<file path="config.mk">
export PLATFORM = sky130hd
export DESIGN_NAME = flp_rx
export DESIGN_NICKNAME = d
export VERILOG_FILES = /design/src/rtl/flp_rx.sv
export SDC_FILE = /design/constraint.sdc
export NUM_CORES = 1
export LEC_CHECK = 0
export ABC_AREA = 1
export BUFFER_PORTS_ARGS = -buffer_cell sky130_fd_sc_hd__buf_2
export CORE_AREA = 2 2 74 76
export DETAILED_ROUTE_END_ITERATION = 8
export DIE_AREA = 0 0 76 78
export PLACE_DENSITY = 0.81
export SYNTH_ARGS = -nofsm -noshare
export SYNTH_HDL_FRONTEND = slang
export SYNTH_SLANG_ARGS = --single-unit
</file>
<file path="constraint.sdc">
create_clock -name clk -period 2.2 [get_ports clk]
set_input_delay 0 -clock clk [delete_from_list [all_inputs] [get_ports clk]]
set_output_delay 0 -clock clk [all_outputs]
set_load 0.02 [all_outputs]
</file>
<file path="src/rtl/flp_rx.sv">
// Fast-link-pulse burst receiver: decodes 17 clock / 16 data pulse bursts into a 16-bit code word.
// Define FLP_RX_MATCH_EN to enable the three-consecutive-matching-words (ability_match) detector.
module flp_rx #(
  parameter int CLK_DATA_MIN = 1110,
  parameter int CLK_DATA_MAX = 1390,
  parameter int CLK_CLK_MIN  = 2220,
  parameter int CLK_CLK_MAX  = 2780
) (
  input  logic        clk,
  input  logic        reset,
  input  logic        rx,
  output logic [15:0] code_word,
  output logic        word_valid,
  output logic        word_err,
  output logic        link_pulse,
  output logic        ability_match
);

  localparam logic [11:0] D_MIN    = 12'(CLK_DATA_MIN);
  localparam logic [11:0] D_MAX    = 12'(CLK_DATA_MAX);
  localparam logic [11:0] D_MAX_P1 = 12'(CLK_DATA_MAX + 1);
  localparam logic [11:0] C_MIN    = 12'(CLK_CLK_MIN);
  localparam logic [11:0] C_MAX    = 12'(CLK_CLK_MAX);
  localparam logic [11:0] C_MAX_P1 = 12'(CLK_CLK_MAX + 1);

  typedef enum logic [1:0] {IDLE, WAIT_DATA, WAIT_CLK, HOLDOFF} state_t;

  state_t      state_reg, state_next;
  logic        sync1_reg, sync2_reg, sync3_reg;
  logic [11:0] timer_reg;
  logic        phase_reg;
  logic [4:0]  bit_cnt_reg;
  logic [15:0] shift_reg;
  logic [15:0] code_word_reg;
  logic        word_valid_reg, word_err_reg;

  logic pulse;
  logic timer_clr, start, bit_wr, bit_val, load_word, err;

  assign pulse = sync2_reg & ~sync3_reg;

  always_comb begin
    state_next = state_reg;
    timer_clr  = 1'b0;
    start      = 1'b0;
    bit_wr     = 1'b0;
    bit_val    = 1'b0;
    load_word  = 1'b0;
    err        = 1'b0;
    case (state_reg)
      IDLE: begin
        if (pulse) begin
          start      = 1'b1;
          timer_clr  = 1'b1;
          state_next = WAIT_DATA;
        end
      end
      WAIT_DATA: begin
        // Any pulse outside the data window aborts; a pulse beats a same-cycle timeout.
        if (pulse) begin
          if (timer_reg >= D_MIN && timer_reg <= D_MAX) begin
            bit_wr     = 1'b1;
            bit_val    = 1'b1;
            state_next = WAIT_CLK;
          end else begin
            err = 1'b1;
          end
        end else if (timer_reg >= D_MAX_P1) begin
          bit_wr     = 1'b1;
          state_next = WAIT_CLK;
        end
      end
      WAIT_CLK: begin
        if (pulse) begin
          if (timer_reg >= C_MIN && timer_reg <= C_MAX) begin
            timer_clr = 1'b1;
            if (bit_cnt_reg == 5'd16) begin
              load_word  = 1'b1;
              state_next = IDLE;
            end else begin
              state_next = WAIT_DATA;
            end
          end else begin
            err = 1'b1;
          end
        end else if (timer_reg >= C_MAX_P1) begin
          err = 1'b1;
        end
      end
      HOLDOFF: begin
        if (pulse) begin
          timer_clr = 1'b1;
        end else if (timer_reg >= C_MAX_P1) begin
          state_next = IDLE;
        end
      end
      default: state_next = IDLE;
    endcase
    // Holdoff measures quiet time from the abort itself.
    if (err) begin
      timer_clr  = 1'b1;
      state_next = HOLDOFF;
    end
  end

  always_ff @(posedge clk) begin
    if (reset) begin
      state_reg      <= IDLE;
      sync1_reg      <= 1'b0;
      sync2_reg      <= 1'b0;
      sync3_reg      <= 1'b0;
      timer_reg      <= 12'd0;
      phase_reg      <= 1'b0;
      bit_cnt_reg    <= 5'd0;
      shift_reg      <= 16'h0000;
      code_word_reg  <= 16'h0000;
      word_valid_reg <= 1'b0;
      word_err_reg   <= 1'b0;
    end else begin
      state_reg <= state_next;
      sync1_reg <= rx;
      sync2_reg <= sync1_reg;
      sync3_reg <= sync2_reg;
      // Timer advances at half the clock rate and saturates.
      if (timer_clr) begin
        timer_reg <= 12'd0;
        phase_reg <= 1'b0;
      end else begin
        phase_reg <= ~phase_reg;
        if (phase_reg && timer_reg != 12'hFFF)
          timer_reg <= timer_reg + 12'd1;
      end
      if (start) begin
        bit_cnt_reg <= 5'd0;
        shift_reg   <= 16'h0000;
      end else if (bit_wr) begin
        shift_reg[bit_cnt_reg[3:0]] <= bit_val;
        bit_cnt_reg                 <= bit_cnt_reg + 5'd1;
      end
      word_valid_reg <= load_word;
      word_err_reg   <= err;
      if (load_word)
        code_word_reg <= shift_reg;
    end
  end

`ifdef FLP_RX_MATCH_EN
  logic [15:0] prev_word_reg;
  logic [1:0]  match_cnt_reg;

  // Bit 14 is the Ack bit and is allowed to differ between matching words.
  always_ff @(posedge clk) begin
    if (reset) begin
      prev_word_reg <= 16'h0000;
      match_cnt_reg <= 2'd0;
    end else if (err) begin
      match_cnt_reg <= 2'd0;
    end else if (load_word) begin
      prev_word_reg <= shift_reg;
      if (((shift_reg ^ prev_word_reg) & 16'hBFFF) == 16'h0000) begin
        if (match_cnt_reg != 2'd3)
          match_cnt_reg <= match_cnt_reg + 2'd1;
      end else begin
        match_cnt_reg <= 2'd1;
      end
    end
  end

  assign ability_match = (match_cnt_reg == 2'd3);
`else
  assign ability_match = 1'b0;
`endif

  assign code_word  = code_word_reg;
  assign word_valid = word_valid_reg;
  assign word_err   = word_err_reg;
  assign link_pulse = pulse;

endmodule

</file>
# Word-level counts from Yosys, hierarchy flattened

Cells that the tools add are included.

Input bits: 3
Register bits after elaboration: 57
Word-level logic and storage cells: 81
Output and inout port bits: 20

Equal/unequal tests: 12
Mux-type cells: 36
Bitwise logic cells: 3
Add/sub/neg operators: 2
$lt $le $gt $ge: 8
Reductions and logical operators: 9

Operators by type and width:

| operator              | count |
|---|---|
| $ge 12x11->1 const B  | 2 |
| $ge 12x12->1 const B  | 2 |
| $mux 1                | 22 |
| $mux 2                | 9 |
| $bwmux 16             | 1 |
| $ne 3x3->1 const B    | 5 |
| $add 12x1->12 const B | 1 |
| $le 12x11->1 const B  | 1 |
| $le 12x12->1 const B  | 1 |
| $ne 12x12->1 const B  | 1 |
| $ne 4x4->1 const B    | 2 |
| $pmux 2 s4            | 1 |
| $reduce_and 7->1      | 1 |
| $reduce_or 2->1       | 3 |
| $add 5x1->5 const B   | 1 |
| $eq 5x5->1 const B    | 1 |
| $lt 4x5->1 const B    | 1 |
| $demux 1 s4           | 1 |
| $eq 2x2->1 const B    | 2 |
| $ge 4x1->1 const B    | 1 |
| $logic_and 1x1->1     | 4 |
| $pmux 1 s2            | 2 |
| $eq 2x1->1 const B    | 1 |
| $logic_not 2->1       | 1 |
| other kinds (2)       | 3 |

# Depth between registers and ports, before layout

Gate-level depths: netlist of run 1.

Word-level depth: 7
Gate-level depth with buffers: 16
Mapped depth without buffers: 15

# Worst setup path before layout of run 1

Ideal clock, no wire load.

Kind: register -> register
From: register timer_reg[0]
To: register timer_reg[9]
Arrival time: 1563 ps
Path buffers: 1
Library setup time: 116 ps
Slack: 521 ps
Stages on the path, launching flop included: 13
Clock period less this slack: 1679 ps
Required time: 2084 ps
Cell sequence: dfxtp_1 inv_1 ha_1 or2_0 nor2_1 nor2_1 nand3_1 nand2_1 nand2_1 nand3_2 nand2_2 buf_6 nor2_1

Word-level cells in the longest chain between the ends: 7
Elaborated cells on any way between the ends: 21
Classes of those cells: add/sub: 1; order compare: 5; eq/ne: 1; mux: 10; reduce/logical: 4

RTL lines:

| item                                        | RTL line | source |
|---|---|---|
| start: declaration                          | 30       | `logic [11:0] timer_reg;` |
| start signal: assignment                    | 131      | `timer_reg <= timer_reg + 12'd1;` |
| $ge 12x12->1 (tied with other cells)        | 75       | `if (timer_reg >= C_MIN && timer_reg <= C_MAX) begin` |
| $logic_and 1x1->1, on equally long branches | 75, 61   |  |
| $mux 1, on equally long branches            | 75, 61   |  |
| $mux 1, on equally long branches            | 74, 60   |  |
| $pmux 1 s2                                  | 50       | `case (state_reg)` |
| $mux 1                                      | 100      | `if (err) begin` |
| $reduce_or 2->1 (no source line)            | n/a      |  |

Several ways; a longest one is shown, not always the timed one.
A chain may end at the register's enable or synchronous reset.

# Worst setup path in the final report of run 1

From: register timer_reg[1]
To: register phase_reg

Word-level cells in the longest chain between the ends: 7
Elaborated cells on any way between the ends: 18
Classes of those cells: order compare: 5; mux: 10; reduce/logical: 3

RTL lines:

| item                                        | RTL line | source |
|---|---|---|
| $ge 12x12->1 (tied with other cells)        | 75       |  |
| $logic_and 1x1->1, on equally long branches | 75, 61   |  |
| $mux 1, on equally long branches            | 75, 61   |  |
| $mux 1, on equally long branches            | 74, 60   |  |
| $pmux 1 s2                                  | 50       |  |
| $mux 1 (*)                                  | 100      |  |
| $reduce_or 2->1 (no source line) (*)        | n/a      |  |
| end signal: assignment                      | 129      | `phase_reg <= ~phase_reg;` |
| end: declaration                            | 31       | `logic phase_reg;` |

Every way passes the cells marked *; elsewhere a longest branch is shown, timed or not.

==> results of run 1 <==
-- repair_timing --
item                                   CTS  global route
hold buffers                             3             0
gates resized for setup                  0             0
endpoints found under the hold margin    6             0
-- worst paths after layout --
path,endpoint,start,slack (ns),cells past startpoint
worst min-delay path,sync2_reg,sync1_reg,0.42,2
worst max-delay path,phase_reg,timer_reg[1],0.18,11
worst max register to register,phase_reg,timer_reg[1],0.18,11
worst min register to register,sync2_reg,sync1_reg,0.42,2
-- power groups by stage --
stage / Sequential (mW) / Combinational [mW] / Clock, mW
after floorplan: 1.09 / 0.218 / 0
after global placement: 1.09 / 0.251 / 0
after detailed placement: 1.09 / 0.261 / 0
after CTS: 1.07 / 0.267 / 0.943
after global routing: 1.07 / 0.307 / 0.978
final: 1.07 / 0.269 / 0.929
-- worst register-to-register path: stages, from the launching register on --
cell and delay [ns]:
dfxtp_1 0.41, inv_1 0.11, ha_1 0.22, or2_0 0.22, nor2_1 0.11, nor2_1 0.07, nand3_1 0.10, nand2_1 0.08
nand2_1 0.08, nand3_2 0.11, nand2_2 0.29, nor2_1 0.09
-- cell usage after synthesis, types with 3 or more instances --
cell and count:
nand2_2 5, nand3_1 24, buf_2 3, nor3_1 4, buf_4 3, a21oi_2 8
a21oi_1 23, a31oi_1 15, nand4_1 17, inv_1 53, inv_2 3, dfxtp_1 57
clkbuf_1 6, nor2_2 3, nand2_1 80, buf_6 4, o21ai_0 21, nor2_1 60
xor2_1 5, ha_1 13
-- metrics by stage --
| stage | worst slack, ns | instance area (um^2) | util | instances | total power [mW] |
|---|---|---|---|---|---|
| after floorplan | 0.5210 | 2982 | - | 419 | 1.307 |
| after global placement | 0.2895 | 3092 | 0.6132 | 497 | 1.342 |
| after detailed placement | 0.2023 | 3092 | 0.6132 | 497 | 1.354 |
| after CTS | 0.1880 | 3306 | 0.6556 | 515 | 2.280 |
| after global routing | 0.01549 | 3306 | 0.6556 | 515 | 2.356 |
| final | 0.1772 | 3306 | 0.6556 | 515 | 2.268 |
-- layout make-up --
class                      instances  share of cell area
clock buffer                       9             0.03747
clock inverter                     6             0.01817
inverter                          58             0.06662
multi-input combinational        288              0.4584
sequential                        57              0.3452
tap                               70             0.02650
timing repair buffer              27             0.04769
-- cell families (layout without fill, tap and decap cells) --
family,after synthesis,after routing,share of synthesized area
flip-flops,57,57,0.3827
buffers and inverters,74,100,0.1091
other,1,1,0.001258
AND/OR/NAND/NOR,199,199,0.3026
AO/OA/AOI/OAI,70,70,0.1351
XOR/XNOR,5,5,0.01469
adder cells (fa/ha/maj),13,13,0.05455
-- routing by layer --
metal	global-route usage	vias up	wire length, um
li1	-	1389	-
met1	0.2877	1199	3011
met2	0.3491	79	2629
met3	0.06047	13	357
met4	0.09273	0	112
met5	0	-	0
==> metrics.md, run 1 <==
| Metric | Value |
|---|---|
| First-pass GRT wire length | 10510 um |
| Io pins | 23 |
| GR Util All Layers | 0.2214 |
| # nets final | 457 |
| WP buf/inv | 1 |
| Delay-heaviest family, CP | simple AND/OR/NAND/NOR gates |
| Post-synth top area share | 0.3827 |
| Worst IR Drop VDD | 434.5 uV |
| Yosys cell types | 31 |
| Final period util | 0.9195 |
| Final Skew | 0.005300 ns |
| Area leader, netlist | dfxtp_1 |
| Ranking of synthesized cells by area | dfxtp_1, nand2_1, nor2_1, inv_1, ha_1 |
| Commonest non-fill, non-tap cell in the layout | nand2_1 |
| Pleak | 1.412 nW |
| Number of flops mapped to enable cells by yosys | 0 |
| Slew margin rel. | 0.6553 |
| Final slew viol count | 0 |
| Syn nets | 435 |
| Most frequent cells in the layout | nand2_1, nor2_1, dfxtp_1 |
| Grt ovf | 0 |
| Final ANT Viol Nets | 0 |
| Residual DRC | 0 |
| Worst Hold Class | reg2reg |
| Core area | 5042 um^2 |
| Dpl hpwl | 4220 um |
| Site Rows | 26 |
| Sw frac | 0.2712 |
| Port Buffer Count | 21 |
| Initial antenna violation count | 0 |
| Post-synthesis cell count | 419 |
| Total CTS buffers | 9 |
| Die height | 78 um |
| First DRT Iteration DRCs | 252 |
| # diodes | 0 |
| Period minus WS final | 2.023 ns |
| Initial Util | 0.5913 |
| Largest fanout on the critical path | 13 |
| Most common cell on crit path | nor2_1 |
| Setup Crit Path Kind | reg2reg |
| Setup Fix Bufs, Post-CTS | 0 |
| Fin. Hold Viols | 0 |
| Drt wl/cell | 11.87 um |
| Die area | 5928 um^2 |
| CP peak stage delay | 0.41 ns |
| Flop pwr share | 0.472 |
| Hold_ws | 0.4151 ns |
| Status | finished clean |
| CTS clk-pin slew, worst paths | 0.06 ns |
| H-tree depth | 3 |
| Clock buffer depth | 2 |
| Pin count of the biggest net entering global routing | 36 |
| Vias in the first global route | 2391 |
| Synth-to-Final Area Change | 10.87% |
| Fraction of layout cells with a size suffix above 1 | 0.1461 |
| Slew at the pin with the worst max-slew slack | 0.5165 ns |
| Register area | 1141 um^2 |
| Multi-input gate area | 1515 um^2 |
| Pre-antenna DRT Iters | 5 |
| RSZ-0062 raised after global routing | no |
| CTS tree | done |
| CTS Root Buffer Type | clkbuf_8 |
| Post-Syn Area | 2982 um^2 |
| Fill count | 450 |
| Die width | 76 um |
| Internal power | 1.652 mW |
| Fmax | 494.4 MHz |
| Logic pwr share | 0.118 |
| Clock Power Share | 0.410 |
| Clock latency on the worst-skew pair | 0.34 ns |
| Critical Path RT | 2.42 ns |
| Vias post-DR | 2680 |
| Max cap viols | 0 |
| Worst path slowest cell | dfxtp_1 |
| Worst setup EP type | flop |
| PwrDens | 685.9 nW/um^2 |
| Asr flop ratio synth | 0 |
| Finish-stage setup viols | 0 |
| Net Sw Power | 0.6150 mW |
| Cells along the critical path | inv_1, ha_1, or2_0, nor2_1, nor2_1, nand3_1, nand2_1, nand2_1, nand3_2, nand2_2, nor2_1 |
| Worst EP arrival | 2.24 ns |
| Syn Area/Cell | 7.116 um^2 |
| Vias per cell | 5.204 |
| Seq cells post-synth | 57 |
| Top_reg_cell synth | dfxtp_1 |
| Setup TNS | 0 ns |
| Gpl congestion | 0.8896 |
| Clk sinks | 57 |
| CP Launch Type | flop |
| Register area share after synthesis | 0.3827 |
| YS warnings | 0 |
| Routed wire length | 6111 um |
(Power assumes the default switching activity.)
==> inputs of run 2 (changes only) <==
SETUP_SLACK_MARGIN = 0.2   (was unset)
==> metrics.md, run 2 (same netlist as run 1, synthesis figures left out) <==
| Metric | Value |
|---|---|
| Status | finished clean |
| Clk sinks | 57 |
| Setup Fix Bufs, Post-CTS | 0 |
| Die height | 78 um |
| Vias in the first global route | 2391 |
| Commonest non-fill, non-tap cell in the layout | nand2_1 |
| Non-filler cells, final | 520 |
| Pin count of the biggest net entering global routing | 36 |
| Fmax | 519.0 MHz |
| Initial antenna violation count | 0 |
| Initial Util | 0.5913 |
| Residual DRC | 0 |
| Dpl hpwl | 4220 um |
| Total CTS buffers | 9 |
| Post-route design area | 3431 um^2 |
| Routed wire length | 6772 um |
| Worst IR Drop VDD | 432.8 uV |
| Worst R2R Path Depth | 9 |
| Cells along the critical path | nand2_1, nor2_1, nand2_1, nand3_1, nand3_2, nand2_8, nand2_1, o21ai_0, a21oi_1 |
| Worst setup EP type | flop |
| Gpl congestion | 0.8896 |
| Worst Hold Class | reg2reg |
| First DRT Iteration DRCs | 263 |
| Final slew viol count | 0 |
| FF-to-FF setup slack | 0.27 ns |
| H-tree depth | 3 |
| Fin. Hold Viols | 0 |
| CTS Root Buffer Type | clkbuf_8 |
| Die area | 5928 um^2 |
| Setup TNS | 0 ns |
| Most frequent cells in the layout | nand2_1, nor2_1, dfxtp_1 |
| Worst path slowest cell | dfxtp_1 |
| Drt wl/cell | 13.02 um |
| Core area | 5042 um^2 |
| Grt ovf | 0 |
| # diodes | 0 |
| Largest fanout on the critical path | 9 |
| Period minus WS final | 1.927 ns |
| Vias post-DR | 2801 |
| First-pass GRT wire length | 10510 um |
| Setup Crit Path Kind | reg2reg |
| Vias per cell | 5.387 |
| # nets final | 462 |
| Finish-stage setup viols | 0 |
| Critical Path RT | 2.43 ns |
| Fraction of layout cells with a size suffix above 1 | 0.1733 |
| Final ANT Viol Nets | 0 |
| CP Launch Type | flop |
| Most common cell on crit path | nand2_1 |
| Final Util | 0.6804 |
| Io pins | 23 |
| Placed cell count | 497 |
| Die width | 76 um |
| PwrDens | 673.0 nW/um^2 |
| GR Util All Layers | 0.2214 |
| Slew margin rel. | 0.6521 |
| Clock latency on the worst-skew pair | 0.35 ns |
| Final Skew | 0.007358 ns |
| Port Buffer Count | 21 |
| Final period util | 0.8758 |
| Clock buffer depth | 2 |
| CP peak stage delay | 0.49 ns |
| RSZ-0062 raised after global routing | yes |
| Site Rows | 26 |
| Pleak | 1.484 nW |
| Worst EP arrival | 2.16 ns |
| Slew at the pin with the worst max-slew slack | 0.5212 ns |
| Pre-antenna DRT Iters | 6 |
| Worst hold stages | 2 |
| CTS clk-pin slew, worst paths | 0.07 ns |
| Max cap viols | 0 |
| Placed Area | 3092 um^2 |
| Synth-to-Final Area Change | 15.07% |
| CTS tree | done |
run 2: cell count changes in the layout (fill, tap and decap cells not counted), moves of 2 or more:
cell / delta
nand2_8: +2
nand3_1: -2
nand2_4: +2
dfxtp_1: -2
dfxtp_2: +2
a21oi_1: -2
run 2: final timing paths:
| kind | to | startpoint |
|---|---|---|
| hold reg to reg | sync2_reg | sync1_reg |
| hold / removal | sync2_reg | sync1_reg |
| setup / recovery | bit_cnt_reg[2] | timer_reg[8] |
| setup reg to reg | bit_cnt_reg[2] | timer_reg[8] |
run 2: area by class of cell:
class | count | area [um^2]
Inverter | 58 | 220.2
Fill cell | 429 | 1612
Multi-Input combinational cell | 293 | 1638
Timing Repair Buffer | 27 | 157.7
Clock buffer | 9 | 123.9
Clock inverter | 6 | 60.06
Tap cell | 70 | 87.58
Sequential cell | 57 | 1144
run 2: stage by stage:
| step | hold slack (ns) | worst slack (ns) | power [mW] |
|---|---|---|---|
| 2_1_floorplan | 0.1070 | 0.5210 | 1.307 |
| 3_5_place_dp | 0.2090 | 0.2023 | 1.354 |
| 4_1_cts | 0.4189 | 0.2471 | 2.281 |
| 5_1_grt | 0.4451 | 0.1538 | 2.396 |
| 3_3_place_gp | 0.2032 | 0.2895 | 1.342 |
| 6_report | 0.4152 | 0.2733 | 2.309 |
run 2: routing by layer:
metal | up-vias | GRT usage | share of wire
met5 | - | 0 | 0
met4 | 0 | 0.09273 | 0.020
met3 | 17 | 0.06047 | 0.064
met2 | 98 | 0.3491 | 0.44
met1 | 1271 | 0.2877 | 0.48
li1 | 1415 | - | -
run 2: where the power goes:
| group | switching, mW | leakage, nW | internal (mW) |
|---|---|---|---|
| Clock | 0.423 | 0.0909 | 0.509 |
| Sequential | 0.0183 | 0.461 | 1.05 |
| Combinational | 0.207 | 0.932 | 0.0982 |
| Total | 0.648 | 1.48 | 1.66 |
run 2: repair_timing:
item / CTS / global route
endpoints found under the hold margin: 6 / 0
gates cloned: 0 / 5
pin swaps: 0 / 1
gates resized for setup: 1 / 13
hold buffers: 3 / 0
endpoints found under the setup margin: 3 / 52
run 2: critical path: cells and delay by family, from the launching register on:
kind,cells,cell delay [ns]
compound gates,2,0.26
flops,1,0.49
simple gates,7,1.05
